--- config.mk ---
export PLATFORM = sky130hd
export DESIGN_NAME = vx_mask_serializer_flat
export DESIGN_NICKNAME = d
export VERILOG_FILES = /design/src/rtl/vx_mask_serializer_if.sv /design/src/rtl/vx_mask_serializer.sv /design/src/flat_wrapper.sv
export SDC_FILE = /design/constraint.sdc
export NUM_CORES = 1
export LEC_CHECK = 0
export ABC_AREA = 1
export CAP_MARGIN = 15
export CORE_AREA = 2 2 39 41
export CTS_BUF_LIST = sky130_fd_sc_hd__clkbuf_16
export CTS_CLUSTER_SIZE = 14
export DETAILED_ROUTE_END_ITERATION = 6
export DIE_AREA = 0 0 41 43
export DONT_BUFFER_PORTS = 1
export PLACE_DENSITY_LB_ADDON = 0.25
export SLEW_MARGIN = 20
export SYNTH_ARGS = -nofsm -noshare
export SYNTH_HDL_FRONTEND = slang
export SYNTH_SLANG_ARGS = --single-unit
--- constraint.sdc ---
create_clock -name clk -period 1.6 [get_ports clk]
set_input_delay 0.24 -clock clk [delete_from_list [all_inputs] [get_ports clk]]
set_output_delay 0.24 -clock clk [all_outputs]
set_load 0.05 [all_outputs]
--- src/rtl/vx_mask_serializer_if.sv ---
// rtl/vx_mask_serializer_if.sv - mask-in / lane-index-out handshake bundle for vx_mask_serializer
interface vx_mask_serializer_if #(
    parameter int N         = 4,
    parameter int TAG_WIDTH = 1
);
    localparam int LOGN = (N > 1) ? $clog2(N) : 1;
    localparam int M    = $clog2(N + 1);

    logic                 valid_in;
    logic [N-1:0]         mask_in;
    logic [TAG_WIDTH-1:0] tag_in;
    logic                 ready_in;
    logic                 valid_out;
    logic [LOGN-1:0]      index_out;
    logic [TAG_WIDTH-1:0] tag_out;
    logic                 last_out;
    logic [M-1:0]         count_out;
    logic                 ready_out;

    modport master (
        output valid_in, mask_in, tag_in, ready_out,
        input  ready_in, valid_out, index_out, tag_out, last_out, count_out
    );

    modport slave (
        input  valid_in, mask_in, tag_in, ready_out,
        output ready_in, valid_out, index_out, tag_out, last_out, count_out
    );
endinterface

--- src/rtl/vx_mask_serializer.sv ---
// rtl/vx_mask_serializer.sv - expands a lane mask into ascending set-bit indices, one per beat
module vx_mask_serializer #(
    parameter int N         = 4,
    parameter int TAG_WIDTH = 1
) (
    input logic                 clk,
    input logic                 reset,
    vx_mask_serializer_if.slave bus
);
    localparam int LOGN = (N > 1) ? $clog2(N) : 1;
    localparam int M    = $clog2(N + 1);

    typedef enum logic {IDLE, BUSY} state_t;

    state_t               state, state_n;
    logic [N-1:0]         pending, pending_n;
    logic [TAG_WIDTH-1:0] tag_q, tag_n;
    logic [M-1:0]         count_q, count_n;
    logic [LOGN-1:0]      low_idx;
    logic                 single;
    logic                 fire;
    logic                 ready;
    logic                 accept;

    function automatic logic [M-1:0] popcount(input logic [N-1:0] v);
        logic [M-1:0] c;
        c = '0;
        for (int i = 0; i < N; i++) begin
            c = c + M'(v[i]);
        end
        return c;
    endfunction

    // Scan from the top so the lowest set bit wins; an empty mask reads as index 0.
    always_comb begin
        low_idx = '0;
        for (int i = N - 1; i >= 0; i--) begin
            if (pending[i]) begin
                low_idx = LOGN'(i);
            end
        end
    end

    assign single = (pending != '0) && ((pending & (pending - N'(1))) == '0);

    always_comb begin
        state_n   = state;
        pending_n = pending;
        tag_n     = tag_q;
        count_n   = count_q;
        fire      = (state == BUSY) & bus.ready_out;
        ready     = (state == IDLE) | (fire & single);
        accept    = bus.valid_in & ready;

        if (fire) begin
            pending_n = pending & (pending - N'(1));
            if (single) begin
                state_n = IDLE;
            end
        end

        // A new mask arriving on the last fire overrides the drain, so there is no bubble.
        if (accept) begin
            pending_n = bus.mask_in;
            tag_n     = bus.tag_in;
            count_n   = popcount(bus.mask_in);
            state_n   = (bus.mask_in != '0) ? BUSY : IDLE;
        end
    end

    always_ff @(posedge clk) begin
        if (reset) begin
            state   <= IDLE;
            pending <= '0;
            tag_q   <= '0;
            count_q <= '0;
        end else begin
            state   <= state_n;
            pending <= pending_n;
            tag_q   <= tag_n;
            count_q <= count_n;
        end
    end

    assign bus.ready_in  = ready;
    assign bus.valid_out = (state == BUSY);
    assign bus.index_out = low_idx;
    assign bus.last_out  = single;
    assign bus.tag_out   = tag_q;
    assign bus.count_out = count_q;
endmodule

--- src/flat_wrapper.sv ---
// flat-port wrapper written by rule: the top's interface ports become plain ports
module vx_mask_serializer_flat 
#(
    parameter int N         = 4,
    parameter int TAG_WIDTH = 1
)
  (clk, reset, bus_valid_in, bus_mask_in, bus_tag_in, bus_ready_out, bus_ready_in, bus_valid_out, bus_index_out, bus_tag_out, bus_last_out, bus_count_out);
  vx_mask_serializer_if #(.N(N), .TAG_WIDTH(TAG_WIDTH)) bus_i ();
  input logic clk;
  input logic reset;
  input wire logic [$bits(bus_i.valid_in)-1:0] bus_valid_in;
  input wire logic [$bits(bus_i.mask_in)-1:0] bus_mask_in;
  input wire logic [$bits(bus_i.tag_in)-1:0] bus_tag_in;
  input wire logic [$bits(bus_i.ready_out)-1:0] bus_ready_out;
  output wire logic [$bits(bus_i.ready_in)-1:0] bus_ready_in;
  output wire logic [$bits(bus_i.valid_out)-1:0] bus_valid_out;
  output wire logic [$bits(bus_i.index_out)-1:0] bus_index_out;
  output wire logic [$bits(bus_i.tag_out)-1:0] bus_tag_out;
  output wire logic [$bits(bus_i.last_out)-1:0] bus_last_out;
  output wire logic [$bits(bus_i.count_out)-1:0] bus_count_out;
  assign bus_i.valid_in = bus_valid_in;
  assign bus_i.mask_in = bus_mask_in;
  assign bus_i.tag_in = bus_tag_in;
  assign bus_i.ready_out = bus_ready_out;
  assign bus_ready_in = bus_i.ready_in;
  assign bus_valid_out = bus_i.valid_out;
  assign bus_index_out = bus_i.index_out;
  assign bus_tag_out = bus_i.tag_out;
  assign bus_last_out = bus_i.last_out;
  assign bus_count_out = bus_i.count_out;
  vx_mask_serializer #(.N(N), .TAG_WIDTH(TAG_WIDTH)) u_core (.clk(clk), .reset(reset), .bus(bus_i));
endmodule
# Word-level counts from Yosys, hierarchy flattened
# Index checks and enable logic that the tools add are counted.
totals:
  register_bits: 9
  output_inout_bits: 9
  word_cells: 31
op_classes:
  n_addsub: 4
  n_reduce_logical: 7
  mux: 10
  bitwise: 6
op_table:
  columns: ["cell", "n"]
  rows:
  - ["$mux 2", 4]
  - ["$mux 4", 2]
  - ["$reduce_bool 4->1", 2]
  - ["$add 3x1->3", 2]
  - ["$and 4x4->4", 1]
  - ["$logic_not 4->1", 1]
  - ["$mux 1", 4]
  - ["$reduce_bool 2->1", 2]
  - ["$sub 4x1->4 const B", 1]
  - ["$and 1x1->1", 3]
  - ["$add 1x1->2", 1]
  - ["$reduce_and 2->1", 1]
  - ["$logic_and 1x1->1", 1]
  - ["$not 1->1", 1]
  - ["$or 1x1->1", 1]

# Longest topological paths before layout
logic_depth:
  depth_word: 9
  ltp_mapped: 11

# Worst setup path before layout
# Ideal clock, no wire load.
synth_path:
  kind: "reg2reg"
  from: "register u_core.state (netlist: u_core.bus.valid_out)"
  to: "register u_core.pending[2]"
  n_path_buf: 0
  period_less_slack_ps: 1510
  path_stages_with_launch: 6
  path_slack_ps: 90
  arrival_ps: 1401
  path_cell_list: "dfxtp_1 mux2_2 o21ai_0 inv_1 nand2_1 inv_1"
synth_via:
  elab_chain_len: 5
synth_lines:
  columns: ["item", "line_no", "source"]
  rows:
  - ["from (decl)", "vx_mask_serializer.sv:15", "state_t state, state_n;"]
  - ["from (signal assigned)", "vx_mask_serializer.sv:78", "state <= state_n;"]
  - ["$and 1x1->1", "vx_mask_serializer.sv:51", "fire = (state == BUSY) & bus.ready_out;"]
  - ["$and 1x1->1", "vx_mask_serializer.sv:52", "ready = (state == IDLE) | (fire & single);"]
  - ["$or 1x1->1", "vx_mask_serializer.sv:52", null]
  - ["$and 1x1->1", "vx_mask_serializer.sv:53", "accept = bus.valid_in & ready;"]
  - ["$mux 4 / $reduce_bool 2->1 (equally long branches)", null, null]
  - ["to (signal assigned)", "vx_mask_serializer.sv:79", "pending <= pending_n;"]
  - ["to (decl)", "vx_mask_serializer.sv:16", "logic [N-1:0] pending, pending_n;"]
# Several ways; a longest one is shown, not always the timed one.
# A chain may end at the register's enable or synchronous reset.

# Final worst setup path
layout_path:
  from: "register u_core.pending[0]"
  to: "output port bus_ready_in"
layout_via:
  elab_chain_len: 6
layout_lines:
  columns: ["item", "line_no", "source"]
  rows:
  - ["$sub 4x1->4", "vx_mask_serializer.sv:44", "assign single = (pending != '0) && ((pending & (pending - N'(1))) == '0);"]
  - ["$and 4x4->4", "vx_mask_serializer.sv:44", null]
  - ["$logic_not 4->1", "vx_mask_serializer.sv:44", null]
  - ["$logic_and 1x1->1 (*)", "vx_mask_serializer.sv:44", null]
  - ["$and 1x1->1 (*)", "vx_mask_serializer.sv:52", null]
  - ["$or 1x1->1 (*)", "vx_mask_serializer.sv:52", null]
  - ["to (decl)", "flat_wrapper.sv:15", "output wire logic [$bits(bus_i.ready_in)-1:0] bus_ready_in;"]
# Mark *: on every way between the ends. The rest lies on a longest branch, timed or not.

==> results <==
- After synthesis, the cell types taking the most area are sky130_fd_sc_hd__dfxtp_1 32%, sky130_fd_sc_hd__inv_1 9.5%, sky130_fd_sc_hd__nand2_1 8.8%.
- The clock insertion delay at the later pin of the skew report is 240 ps.
- For this run, the total global-route usage over all layers was measured as 0.171.
- The number of nets in the synthesized netlist is 91.
- The register share of total power is 0.314.
- The via count of the first global-routing pass is ~430.
- The finished cells cover 694 um^2.
- From synthesis to final layout, the design area changed by 25.0%.
- The cell leakage power is around 0.37 nW.
- The endpoint identified for the worst register-to-register timing path is u_core.pending[3].
- After detailed routing, the average wire length per cell comes to approximately 11 um.
- In the synthesized netlist the dominant register cell turns out to be sky130_fd_sc_hd__dfxtp_1.
- The initial core utilization is 0.401.
- In the synthesized netlist, the cells that appear most often are 14 x sky130_fd_sc_hd__inv_1, 13 x sky130_fd_sc_hd__nand2_1, 11 x sky130_fd_sc_hd__nor2_1, 9 x sky130_fd_sc_hd__dfxtp_1, 9 x sky130_fd_sc_hd__o21ai_0.
- The worst hold path stage count is 1.
- The area enclosed by the die boundary is 1760 um^2.
- The number of buffers added on ports is 0.
- The clock tree from TritonCTS is done.
- Buffers inserted during clock tree synthesis total 3.
- The terminating pin of the worst hold path is u_core.bus.valid_out.
- Of the total synthesized cell area, the portion taken by XOR and XNOR cells is 0.
- For this design, the slowest cell found on the critical path is sky130_fd_sc_hd__dfxtp_1.
- IR analysis of the VDD net gives a maximum drop of 0.658 mV.
- The sequential fraction of the synthesis area is 0.324.
- The depth of the worst register-to-register path is 10.
- The met2 track demand over resource in global routing is 0.206.
- For met3 alone, demand over resource in global routing was 0.0995.
- After floorplanning, the core was sized to cover between 1000 and 1500 um^2.
- The wire length after detailed routing is about 1100 um.
- The flow ran to the end, and the final reports show no timing, DRC or antenna violations.
- The total of fill cells in the finished design is 140.
- The cell family contributing the most delay on the critical path is simple AND/OR/NAND/NOR gates.
- Yosys mapped a number of flops with a built-in enable equal to 0.
- The post-detailed-route via-to-cell ratio is 4.77.
- The total count of max-transition violations in the final report is 0.
- In the routed design, unresolved DRC markers number 0.
- After synthesis, the share of cell area in mux cells is 0.0203.
- The beginning of the worst hold path is reset.
- The first TritonRoute pass finished after 2 iterations.
- The repair_antennas step left the layout with diodes totalling 0.
- The analysis attributes to net switching a power of 0.000317 W.
- Global routing finished with a remaining overflow of 0.
- Clock-pin slew was measured on the worst setup and hold paths at roughly 40 ps.
- The number of antenna violations at the first check in global routing came to 0.
- The reported max-cap violation count is 0.
- The power per cell area is 1390 nW/um^2.
- The number of warning messages in the yosys log is 0.
- For this run, the post-layout net count is 100.
- The die is 41 um wide.
- For this run, asynchronously set or reset flops after synthesis account for 0.
- The maximum number of buffers from clock root to sink is 2.
- The compound-cell area share of the yosys netlist is 0.115.
- After routing, the total negative slack on setup checks comes to 0 ps.
- The final hold violation count came to 0.
- The TritonCTS sink count is 9.
- The post-synthesis share of cell area spent on full adders, half adders and majority gates is 0.104.
- The worst setup path is captured at a primary output.
- Of the total power, combinational logic draws 0.222.
- Data on the critical path is required at its endpoint by 1360 ps.
- The critical path goes through nor2_2 > nand2_1 > nand2_2 > nand4_2 > nand2_4 > buf_8.
- Setup violations remaining at the end of the flow were counted as 0.
- The total vias in the final route is 487.
- The mapped cell area is 556 um^2.
- The kind of critical path is flop to primary output.
- Registers take 181 um^2.
- The synthesized area divided by synthesized cell count is 7.12 um^2.
- In this run the tightest slew margin relative to its limit is 0.657.
- Summing all multi-input logic gate instances after layout gives 314 um^2.
- At the end of routability-driven placement, the weighted congestion stood at 0.737.
- The worst setup path is launched from a flop.
- The combinational family with the most area after synthesis is simple AND/OR/NAND/NOR gates.
- Setup repair after global routing left no endpoint under its margin.
- Of the total power, the share spent switching nets is 0.329.
- The first global-routing pass estimated 1990 um of wire.
- The most common cell in the synthesized netlist is sky130_fd_sc_hd__inv_1.
- The post-synthesis simple-gate area fraction is 0.327.
- The first routing iteration left 2 violations.
- Entering global routing, the biggest net connects 9 pins.
- The delay of the slowest cell on the worst path is between 300 and 400 ps.
- The floorplan die height is 43 um.
- Of the total power, the clock network draws 0.465.
- In the global route stage, met1 resource usage came out at 0.227.
- The netlist uses 17 different library cells.
- Summed over all instances, the cell type with the most area after synthesis is sky130_fd_sc_hd__dfxtp_1.
- In this run the number of H-tree levels came out at 1.
- Clock skew on the completed layout was measured at 3.08 ps.
- The root cell of the clock tree is sky130_fd_sc_hd__clkbuf_16.
- After floorplanning, the core was divided into 14 placement rows.
- Of all nets on the critical path, the largest fanout is 5.
- After layout, the minimum clock period comes to 1510 ps.
- For the pin with the worst max-slew slack, the measured transition is 514 ps.
- The post-route clock period utilization is 0.947.
- Synthesis handed over a netlist of around 80 instances.
- The total buffers and inverters traversed by the critical path is 1.
- The layer flagged by global routing as most heavily used is met1.
- Setup slack on the worst reg-to-reg path comes out at 280 ps.
- The layout cell share with drive strength beyond 1 is 0.221.
- In this run the worst hold path is classified as primary input to flop.
- The arrival time of the worst setup path is approximately 1300 ps.
- The area share of the leading cell type in the synthesized netlist is 0.324.
- The cell area reported after detailed placement is 598 um^2.
- The detailed placer's ending HPWL is 828 um.
- 18 I/O pins were placed.
- Cell internal power was estimated by the tool at 0.000645 W.
- The highest attainable clock frequency is 0.660 GHz.
- The startpoint identified for the worst register-to-register timing path is u_core.pending[0].
- The count of nets left with antenna violations once routing finished came out at 0.
- After synthesis the netlist holds a flip-flop and latch count of 9.
==> repair_timing <==
action / in CTS / in global routing
setup buffers: 0 / 1
hold buffers: 0 / 0
setup endpoints to repair: 0 / 1
resized for setup: 0 / 3
==> layer usage <==
layer	up-vias	wire length [um]
li1	263	-
met1	206	508
met2	16	470
met3	2	90
met4	0	19
met5	-	0
==> state kept, by name (all words and copies together) (netlist names) <==
| register | cells |
|---|---|
| u_core.bus.tag_out | 1 |
| u_core.pending | 4 |
| u_core.bus.valid_out | 1 |
| u_core.bus.count_out | 3 |
==> per-stage QoR <==
| stage | std cells | hold WS [ps] | util | setup slack, ps | power (W) |
|---|---|---|---|---|---|
| 3_5_place_dp | 97 | 315 | 0.432 | 85.3 | 0.000511 |
| 3_3_place_gp | 97 | 316 | 0.432 | 95.4 | 0.000510 |
| 4_1_cts | 101 | 67.1 | 0.490 | 18.7 | 0.000964 |
| 6_report | 102 | 67.8 | 0.502 | 85.6 | 0.000962 |
| 2_1_floorplan | 78 | 309 | - | 89.9 | 0.000474 |
| 5_1_grt | 102 | 67.1 | 0.502 | 3.29 | 0.00101 |
==> cells in the final DEF, fill, tap and decap left out, drive strengths merged <==
cell    synthesis  routed
nand2          17      17
dfxtp           9       9
ha              3       3
o21ai           9       9
clkinv          1       2
nor2           12      12
nand4           1       1
inv            14      14
nand3           6       6
a21oi           3       3
clkbuf          0       3
buf             0       4
fa              1       1
mux2            1       1
and3            1       1
==> cell families (layout without fill, tap and decap cells) <==
group,after synthesis,in the layout
AO/OA/AOI/OAI,12,12
adder cells (fa/ha/maj),4,4
multiplexers,1,1
flip-flops,9,9
buffers and inverters,15,23
AND/OR/NAND/NOR,37,37
==> final cells by class <==
cell class | count | area share
multi-input cells | 54 | 0.452
flip-flops and latches | 9 | 0.261
clock buffers | 3 | 0.108
inverters | 15 | 0.0883
repair buffers | 4 | 0.0541
well taps | 16 | 0.0288
clock inverters | 1 | 0.00721
==> worst max path at each step <==
stage / start / end / slack (ps) / cells after the start
2_1_floorplan: u_core.bus.valid_out / u_core.pending[2] / 90 / 5
3_3_place_gp: bus_mask_in[0] / u_core.bus.count_out[1] / 100 / 6
3_5_place_dp: bus_mask_in[0] / u_core.bus.count_out[1] / 90 / 6
4_1_cts: u_core.pending[0] / bus_ready_in / 20 / 6
5_1_grt: u_core.pending[0] / bus_ready_in / 3 / 6
6_report: u_core.pending[0] / bus_ready_in / 90 / 6
==> power by group through the flow <==
stage               sequential, W  clock (W)  combinational (W)
detailed placement       0.000305          0           0.000206
global placement         0.000305          0           0.000205
finish                   0.000302   0.000447           0.000213
CTS                      0.000302   0.000456           0.000207
global route             0.000305   0.000468           0.000239
floorplan                0.000308          0           0.000166
Note: power is estimated with default switching activity, not from simulation.
